--- src/rtl/xm23_int_ctrl_if.sv ---
`default_nettype none
// ============================================================================
//  Module      : xm23_int_ctrl_if
//  Description : Request/acknowledge handshake between the XM-23 priority
//                interrupt controller and the control unit. The controller
//                presents {valid, vector, priority} on pic_in. The control
//                unit returns pic_read and the current CPU priority.
//  Revision    : 1.0 - initial release
// ============================================================================
interface xm23_int_ctrl_if;
    logic [7:0] pic_in;     // [7] valid, [6:3] vector, [2:0] device priority
    logic       pic_read;   // control-unit acknowledge of the presented request
    logic [2:0] cpu_pri;    // PSW[7:5]

    // Interrupt controller side
    modport master (
        output pic_in,
        input  pic_read,
        input  cpu_pri
    );

    // Control-unit side
    modport slave (
        input  pic_in,
        output pic_read,
        output cpu_pri
    );
endinterface
`default_nettype wire

--- src/rtl/xm23_int_ctrl.sv ---
`default_nettype none
// ============================================================================
//  Module      : xm23_int_ctrl
//  Description : Priority interrupt controller for the XM-23 control unit.
//                It watches the CSR bytes of the five memory-mapped devices
//                and latches rising request edges. It arbitrates pending,
//                eligible devices against the CPU priority and presents one
//                registered request on pic_in. That request is held until
//                the control unit acknowledges it or the request becomes
//                stale. All state advances on the falling clock edge, which
//                matches the CPU bus mux.
//  Revision    : 1.0 - initial release
// ============================================================================
module xm23_int_ctrl #(
    parameter logic [3:0] VEC_BASE = 4'd0,   // vector of device 0
    parameter int         NUM_DEV  = 5       // 0 tmr, 1 kb, 2 scr, 3 tl, 4 pb
) (
    input  wire logic               Clock,
    input  wire logic               Reset,
    input  wire logic [7:0]         csr_tmr,
    input  wire logic [7:0]         csr_kb,
    input  wire logic [7:0]         csr_scr,
    input  wire logic [7:0]         csr_tl,
    input  wire logic [7:0]         csr_pb,
    xm23_int_ctrl_if.master         bus,
    output logic [NUM_DEV-1:0]      int_pending
);

    localparam int IDX_W = (NUM_DEV > 1) ? $clog2(NUM_DEV) : 1;

    typedef enum logic [1:0] {
        IDLE    = 2'd0,
        PRESENT = 2'd1,
        ACK     = 2'd2
    } state_t;

    // ------------------------------------------------------------------
    // Device CSR decode
    // ------------------------------------------------------------------
    logic [7:0]         w_csr [NUM_DEV];
    logic [2:0]         w_dev_pri [NUM_DEV];
    logic [NUM_DEV-1:0] w_req;
    logic [NUM_DEV-1:0] w_elig;
    logic [NUM_DEV-1:0] w_unused_csr_bits;

    logic [NUM_DEV-1:0] r_prev;
    logic [NUM_DEV-1:0] r_pend;
    logic [NUM_DEV-1:0] w_pend_nxt;
    logic [NUM_DEV-1:0] w_rise;
    logic [NUM_DEV-1:0] w_ack_clr;

    // Map the fixed device ports onto an indexed array. Any device slots
    // beyond the five physical devices read as idle.
    generate
        for (genvar gi = 0; gi < NUM_DEV; gi++) begin : g_csr
            if (gi == 0) begin : g_tmr
                assign w_csr[gi] = csr_tmr;
            end else if (gi == 1) begin : g_kb
                assign w_csr[gi] = csr_kb;
            end else if (gi == 2) begin : g_scr
                assign w_csr[gi] = csr_scr;
            end else if (gi == 3) begin : g_tl
                assign w_csr[gi] = csr_tl;
            end else if (gi == 4) begin : g_pb
                assign w_csr[gi] = csr_pb;
            end else begin : g_none
                assign w_csr[gi] = 8'h00;
            end
        end
    endgenerate

    // Per-device request level, priority and eligibility. CSR bits 1 and 4
    // carry no interrupt meaning.
    generate
        for (genvar gi = 0; gi < NUM_DEV; gi++) begin : g_dev
            assign w_req[gi]             = w_csr[gi][0] & (w_csr[gi][2] | w_csr[gi][3]);
            assign w_dev_pri[gi]         = w_csr[gi][7:5];
            assign w_elig[gi]            = r_pend[gi] & (w_dev_pri[gi] > bus.cpu_pri);
            assign w_unused_csr_bits[gi] = w_csr[gi][1] ^ w_csr[gi][4];
        end
    endgenerate

    // A rising edge sets pend. This takes precedence over an acknowledge
    // in the same cycle. A low request level drops pend.
    assign w_rise     = w_req & ~r_prev;
    assign w_pend_nxt = w_rise | (r_pend & w_req & ~w_ack_clr);

    // Edge detector history and pending latches
    always_ff @(negedge Clock or posedge Reset) begin
        if (Reset) begin
            r_prev <= '0;
            r_pend <= '0;
        end else begin
            r_prev <= w_req;
            r_pend <= w_pend_nxt;
        end
    end

    // ------------------------------------------------------------------
    // Arbitration: highest device priority wins; on a tie the strict
    // compare keeps the lowest index found first.
    // ------------------------------------------------------------------
    logic             w_any;
    logic [IDX_W-1:0] w_win_idx;
    logic [2:0]       w_win_pri;

    // Combinational priority search over eligible devices
    always_comb begin
        w_any     = 1'b0;
        w_win_idx = '0;
        w_win_pri = 3'd0;
        for (int i = 0; i < NUM_DEV; i++) begin
            if (w_elig[i] && (!w_any || (w_dev_pri[i] > w_win_pri))) begin
                w_any     = 1'b1;
                w_win_idx = IDX_W'(i);
                w_win_pri = w_dev_pri[i];
            end
        end
    end

    // ------------------------------------------------------------------
    // Request FSM
    // ------------------------------------------------------------------
    state_t           r_state;
    state_t           w_state_nxt;
    logic [7:0]       r_pic_in;
    logic [7:0]       w_pic_nxt;
    logic [IDX_W-1:0] r_idx;
    logic [IDX_W-1:0] w_idx_nxt;
    logic [2:0]       r_pri;
    logic [2:0]       w_pri_nxt;

    // Next state, next registered request and acknowledge clear
    always_comb begin
        w_state_nxt = r_state;
        w_pic_nxt   = 8'h00;
        w_idx_nxt   = r_idx;
        w_pri_nxt   = r_pri;
        w_ack_clr   = '0;
        case (r_state)
            IDLE: begin
                if (w_any) begin
                    w_state_nxt = PRESENT;
                    w_idx_nxt   = w_win_idx;
                    w_pri_nxt   = w_win_pri;
                    w_pic_nxt   = {1'b1, VEC_BASE + 4'(w_win_idx), w_win_pri};
                end
            end
            PRESENT: begin
                if (bus.pic_read) begin
                    // Acknowledge beats a simultaneous loss of eligibility
                    w_ack_clr[r_idx] = 1'b1;
                    w_state_nxt      = ACK;
                end else if (!r_pend[r_idx] || (bus.cpu_pri >= r_pri)) begin
                    w_state_nxt = IDLE;
                end else begin
                    // Held stable: a higher-priority arrival does not preempt
                    w_pic_nxt = r_pic_in;
                end
            end
            ACK: begin
                // One cycle of deasserted pic_in before re-arbitration
                w_state_nxt = IDLE;
            end
            default: begin
                w_state_nxt = IDLE;
            end
        endcase
    end

    // State and registered request
    always_ff @(negedge Clock or posedge Reset) begin
        if (Reset) begin
            r_state  <= IDLE;
            r_pic_in <= 8'h00;
            r_idx    <= '0;
            r_pri    <= 3'd0;
        end else begin
            r_state  <= w_state_nxt;
            r_pic_in <= w_pic_nxt;
            r_idx    <= w_idx_nxt;
            r_pri    <= w_pri_nxt;
        end
    end

    assign bus.pic_in  = r_pic_in;
    assign int_pending = r_pend;

endmodule
`default_nettype wire

--- src/flat_wrapper.sv ---
// flat-port wrapper written by rule: the top's interface ports become plain ports
module xm23_int_ctrl_flat 
#(
    parameter logic [3:0] VEC_BASE = 4'd0,                        
    parameter int         NUM_DEV  = 5                                        
)
  (Clock, Reset, csr_tmr, csr_kb, csr_scr, csr_tl, csr_pb, int_pending, bus_pic_in, bus_pic_read, bus_cpu_pri);
  xm23_int_ctrl_if bus_i ();
  input  wire logic Clock;
  input  wire logic Reset;
  input  wire logic [7:0] csr_tmr;
  input  wire logic [7:0] csr_kb;
  input  wire logic [7:0] csr_scr;
  input  wire logic [7:0] csr_tl;
  input  wire logic [7:0] csr_pb;
  output logic [NUM_DEV-1:0] int_pending;
  output wire logic [$bits(bus_i.pic_in)-1:0] bus_pic_in;
  input wire logic [$bits(bus_i.pic_read)-1:0] bus_pic_read;
  input wire logic [$bits(bus_i.cpu_pri)-1:0] bus_cpu_pri;
  assign bus_pic_in = bus_i.pic_in;
  assign bus_i.pic_read = bus_pic_read;
  assign bus_i.cpu_pri = bus_cpu_pri;
  xm23_int_ctrl #(.VEC_BASE(VEC_BASE), .NUM_DEV(NUM_DEV)) u_core (.Clock(Clock), .Reset(Reset), .csr_tmr(csr_tmr), .csr_kb(csr_kb), .csr_scr(csr_scr), .csr_tl(csr_tl), .csr_pb(csr_pb), .bus(bus_i), .int_pending(int_pending));
endmodule
--- config.mk ---
export PLATFORM = sky130hd
export DESIGN_NAME = xm23_int_ctrl_flat
export DESIGN_NICKNAME = d
export VERILOG_FILES = /design/src/rtl/xm23_int_ctrl_if.sv /design/src/rtl/xm23_int_ctrl.sv /design/src/flat_wrapper.sv
export SDC_FILE = /design/constraint.sdc
export NUM_CORES = 1
export LEC_CHECK = 0
export CAP_MARGIN = 10
export CORE_UTILIZATION = 48
export DETAILED_ROUTE_END_ITERATION = 10
export HOLD_SLACK_MARGIN = 0.02
export PLACE_DENSITY = 0.79
export SYNTH_ARGS = -nofsm -noshare
export SYNTH_HDL_FRONTEND = slang
export SYNTH_SLANG_ARGS = --single-unit
--- constraint.sdc ---
create_clock -name Clock -period 6.8 [get_ports Clock]
set_input_delay 1.02 -clock Clock [delete_from_list [all_inputs] [get_ports Clock]]
set_output_delay 1.02 -clock Clock [all_outputs]
set_load 0.05 [all_outputs]
==> run summary <==
endpoints failing hold - 0
Ys Warns - 0
syn_nets - 302
CTS sink cnt - 25
layout cells sized above 1 - 35.8%
Skew-Pair Late Insertion Delay - 0.28 ns
die area - 4470 um2
MaxCap Viol Count - 0
max-slew violation count - 0
sequential cell area fraction in the yosys report - 31.0%
grt total ovfl - 0
Final Instance Area - 3290 um2
flop-to-flop setup slack - 1.03 ns
slew margin rel. - 39.0%
Clk pin slew, worst setup/hold paths - 0.06 ns
placed cell areas - 2980 um2
Yosys top cell area share - 31.0%
Primary FF master, synth - dfrtn_1
synth top area cells - dfrtn_1 31%, ha_1 19%, o21ai_0 5.4%
Worst Setup End Kind - flip-flop
final setup violation count - 12
Residual DRC - 0
clock tree buffer depth - 2
Crit Path Max Fanout - 8
via count - 2,172
Final HPWL DP - 4.59 mm
WL per Instance - 16.4 um
via count of the first global-routing pass - 2,134
Port Buf Inserts - 47
P_leak - 0.00151 uW
most frequent cell on the critical path - o21ai_2
Layout Nets - 404
ANT cells - 0
cts hold-fix bufs - 0
Worst VDD drop - 124 uV
worst stage delay on the critical path - 0.37 ns
Worst Skew - 0.00136 ns
CTS tree - yes
CP startpoint kind - input pin
Detailed Routing Iterations Pass 1 - 4
routability congestion estimate from global placement - 0.905
Worst R2R End - u_core.r_pri[2]
die height - 66.9 um
violated checks - setup timing
Post-DRT Antenna Nets - 0
PwrDens - 191 nW/um2
status - finished, violations left
Design Power - 628 uW
post-synth top area cell - dfrtn_1
Layout Area Growth over Synthesis - 62.8%
all-layer global routing usage - 27.2%
initial core utilization - 50.2%
first-pass GRT wire length - 9.18 mm
largest net degree at the start of global routing - 26
count leader, synth - ha_1
reg2reg path depth - 33
Min-Delay Path Class - flip-flop to flip-flop
worst setup path class - input pin to flip-flop
Rows - 23
CTS H-Tree Depth - 1
setup ws final - -3.02 ns
post-synth cell types - 46
syn avg cell area - 8.94 um2
floorplan core area - 4030 um2
io pins - 59
initial detailed-routing violation count - 100
WP data arrival - 6.55 ns
worst endpoint required time - 3.53 ns
flops & latches, synth - 25
drt total wl - 6.20 mm
crit path from - bus_cpu_pri[1]
Reg2Reg Launch Point - u_core.int_pending[0]
vias per inst - 5.76
chip width - 66.9 um
CTS buffer count - 3
Async SR Flop Fraction - 100%
Post-synth EDFFs - 0
Commonest cells post-synth - 30 x ha_1, 25 x dfrtn_1, 23 x inv_1
Synth Instances - 226
initial antenna violation count - 0
RSZ-0062 raised after global routing - true
Slowest cell on crit path - a221o_1
CP endpoint - u_core.r_pri[2]
clk root buf - clkbuf_8
Tightest Pin Transition - 0.915 ns
cell area after synthesis - 2020 um2
[power by group]
| group | switching [uW] | internal [uW] | total, uW |
|---|---|---|---|
| Combinational | 172 | 154 | 325 |
| Sequential | 28.3 | 178 | 207 |
| Clock | 52.4 | 43.1 | 95.5 |
[cells by family after synthesis]
logic type	synth area share, %
buffers and inverters	5.32
flip-flops	31.0
other	0.186
adder cells (fa/ha/maj)	18.6
multiplexers	0.557
AND/OR/NAND/NOR	15.0
AO/OA/AOI/OAI	29.4
[how the worst min path moves through the flow]
stage,slack (ns),from,cells past startpoint,to
CTS,0.39,u_core.r_prev[2],1,u_core.int_pending[2]
floorplan,0.37,u_core.r_prev[0],1,u_core.int_pending[0]
global placement,0.38,u_core.r_prev[0],1,u_core.int_pending[0]
finish,0.40,u_core.r_prev[1],1,u_core.int_pending[1]
detailed placement,0.39,u_core.r_prev[2],1,u_core.int_pending[2]
global route,0.39,u_core.r_prev[2],1,u_core.int_pending[2]
[metal layers]
metal  wire length (um)  part of all wire, %  track usage, %  vias up
met1               2530                   41            32.5     1025
met2               3180                   51            47.6       79
li1                   -                    -               -     1042
met3                274                  4.4            4.45       26
met5                  0                    0               0        -
met4                210                  3.4            11.4        0
[sequential cells by signal (all words and copies together) (netlist names)]
| signal | flops |
|---|---|
| u_core.r_pri | 3 |
| u_core.int_pending | 5 |
| u_core.bus.pic_in | 7 |
| u_core.r_state | 2 |
| u_core.r_idx | 3 |
| u_core.r_prev | 5 |
[area by class of cell]
cell class	count	area [um2]
multi-input combinational	174	1530
timing repair buffer	101	906
fill	238	739
sequential	25	626
inverter	23	118
tap	50	62.6
clock buffer	3	41.3
clock inverter	1	8.76
[repair_timing]
item,CTS,global route
setup endpoints to repair,12,12
endpoints found under the hold margin,0,0
resized for setup,32,47
setup buffers,7,4
pin swaps,30,32
[layout by cell type, fill, tap and decap left out, types with 2 or more instances in the layout]
cell and instances:
buf_4 51, clkdlybuf4s50_1 41, dfrtn_1 25, nand2_1 21, ha_1 20, inv_1 17
nor2_1 12, o21ai_1 11, o21ai_0 8, o21a_1 7, ha_4 7, a21boi_0 6
nand3_1 6, o21ai_2 6, buf_6 6, nor2b_4 3, inv_2 3, o31ai_2 3
a221o_1 3, a221oi_2 3, a22o_1 3, a21o_1 3, ha_2 3, clkbuf_8 3
nand3b_1 2, nand2b_1 2, o2111ai_1 2, a211oi_2 2, a32oi_2 2, nor2_2 2
a2bb2oi_2 2, and2_1 2, o211a_1 2, a22oi_2 2, buf_12 2
[worst max-delay path: cells and delay by family]
kind / cells / cell delay (ns)
compound gates: 18 / 2.77
simple gates: 7 / 0.79
fa+ha+maj: 5 / 1.24
buf+inv: 7 / 0.71
[stage by stage]
stage	std cells	hold WS, ns	TNS [ns]	setup slack [ns]	utilization (%)
after floorplan	226	0.372	-35.62	-3.00	-
final	377	0.398	-36.03	-3.02	81.6
after CTS	375	0.394	-36.88	-3.11	77.6
after global placement	364	0.379	-43.19	-3.60	73.9
after detailed placement	364	0.393	-46.02	-3.84	73.9
after global routing	377	0.390	-39.45	-3.31	81.6
Power figures use the tool's default switching activity.
==> variant (same flow settings) <==
`NUM_DEV` is set to 5 in 2 places; all go to 6.
--- a/src/rtl/xm23_int_ctrl.sv
+++ b/src/rtl/xm23_int_ctrl.sv
@@ -14,5 +14,5 @@
 module xm23_int_ctrl #(
     parameter logic [3:0] VEC_BASE = 4'd0,   // vector of device 0
-    parameter int         NUM_DEV  = 5       // 0 tmr, 1 kb, 2 scr, 3 tl, 4 pb
+    parameter int         NUM_DEV  = 6       // 0 tmr, 1 kb, 2 scr, 3 tl, 4 pb
 ) (
     input  wire logic               Clock,
--- a/src/flat_wrapper.sv
+++ b/src/flat_wrapper.sv
@@ -3,5 +3,5 @@
 #(
     parameter logic [3:0] VEC_BASE = 4'd0,                        
-    parameter int         NUM_DEV  = 5                                        
+    parameter int         NUM_DEV  = 6                                        
 )
   (Clock, Reset, csr_tmr, csr_kb, csr_scr, csr_tl, csr_pb, int_pending, bus_pic_in, bus_pic_read, bus_cpu_pri);
Interface: changed (resized int_pending); port bits go from 59 to 60. No check against the original RTL was run, so the function may have changed too.
==> variant against the unedited design <==
The run still ends with negative setup slack left. Sequential power grew 3%. Critical path type unchanged. Routed wire length shrank 4.3%. Non-clock buffer count fell by 2. Power grew 0.37%. Global-route usage up 0.39 points. Worst setup slack got worse by 0.082 ns. Largest power group unchanged. Count of clock-buffer cells in the layout did not move. Synthesized area stayed put. Sequential cell count stayed put. Utilization decreased by 0.81 points. Clock skew increased by 0.0054 ns. Design area down 0.99%.
==> variant: results (changes against the unedited design) <==
Placer Congestion - 0.8478 (was 0.9052)
r2r endpoint - u_core.bus.pic_in[2] (was u_core.r_pri[2])
synth top area cells - dfrtn_1, ha_1, inv_1, nand2_1, o21ai_0 (was dfrtn_1, ha_1, o21ai_0, inv_1, nand2_1)
post-CTS setup buffers - 3 (was 7)
mux cell area share after synthesis - 0% (was 0.5573%)
first-pass GRT wire length - 9280 um (was 9177 um)
CP max FO - 4 (was 8)
Post-CTS Resized - 29 (was 32)
Worst Hold End - u_core.int_pending[2] (was u_core.int_pending[1])
R2R depth - 31 (was 33)
failing checks - negative setup slack (unchanged)
max incr delay on CP - 0.35 ns (was 0.37 ns)
reported sequential group power - 214 uW (was 207 uW)
GR Util met2 - 48.86% (was 47.60%)
slack of the critical path - -3.103 ns (was -3.021 ns)
vias per cell - 5.568 (was 5.761)
Total GRT Usage - 27.62% (was 27.23%)
status - complete, but fails checks (unchanged)
power share of the combinational group - 51.8% (was 51.9%)
Leakage - 1.522 nW (was 1.511 nW)
Finish-stage setup viols - 12 (unchanged)
met3 routed WL - 310 um (was 274 um)
most frequent cells after synthesis - ha_1, dfrtn_1, inv_1 (unchanged)
Distinct cells, synth - 42 (was 46)
pre-CTS worst setup slack - -3.881 ns (was -3.836 ns)
Detailed Place HPWL - 4569 um (was 4594 um)
Post-Route Setup TNS - -36.32 ns (was -36.03 ns)
Mapped Cells - 227 (was 226)
crit path launch - bus_cpu_pri[2] (was bus_cpu_pri[1])
-- variant: changes by cell type after synthesis, sizes merged, moves of 2 or more --
cell and change:
o41ai +2, a21o +2, o31ai -4, nand3b -2, o2111ai +2, inv +2
-- variant: area by class of cell --
| class | count | area, um2 |
|---|---|---|
| Inverter | 25 | 125.1 |
| Timing Repair Buffer | 99 | 883.3 |
| Clock inverter | 1 | 7.507 |
| Sequential cell | 25 | 625.6 |
| Multi-Input combinational cell | 174 | 1511 |
| Tap cell | 50 | 62.56 |
| Fill cell | 256 | 772.0 |
| Clock buffer | 3 | 41.29 |
-- variant: kinds of logic (layout without fill, tap and decap cells) --
kind of cell / after synthesis / count (layout)
AO/OA/AOI/OAI: 82 / 82
AND/OR/NAND/NOR: 60 / 60
adder cells (fa/ha/maj): 30 / 30
buffers and inverters: 29 / 128
flip-flops: 25 / 25
other: 1 / 2
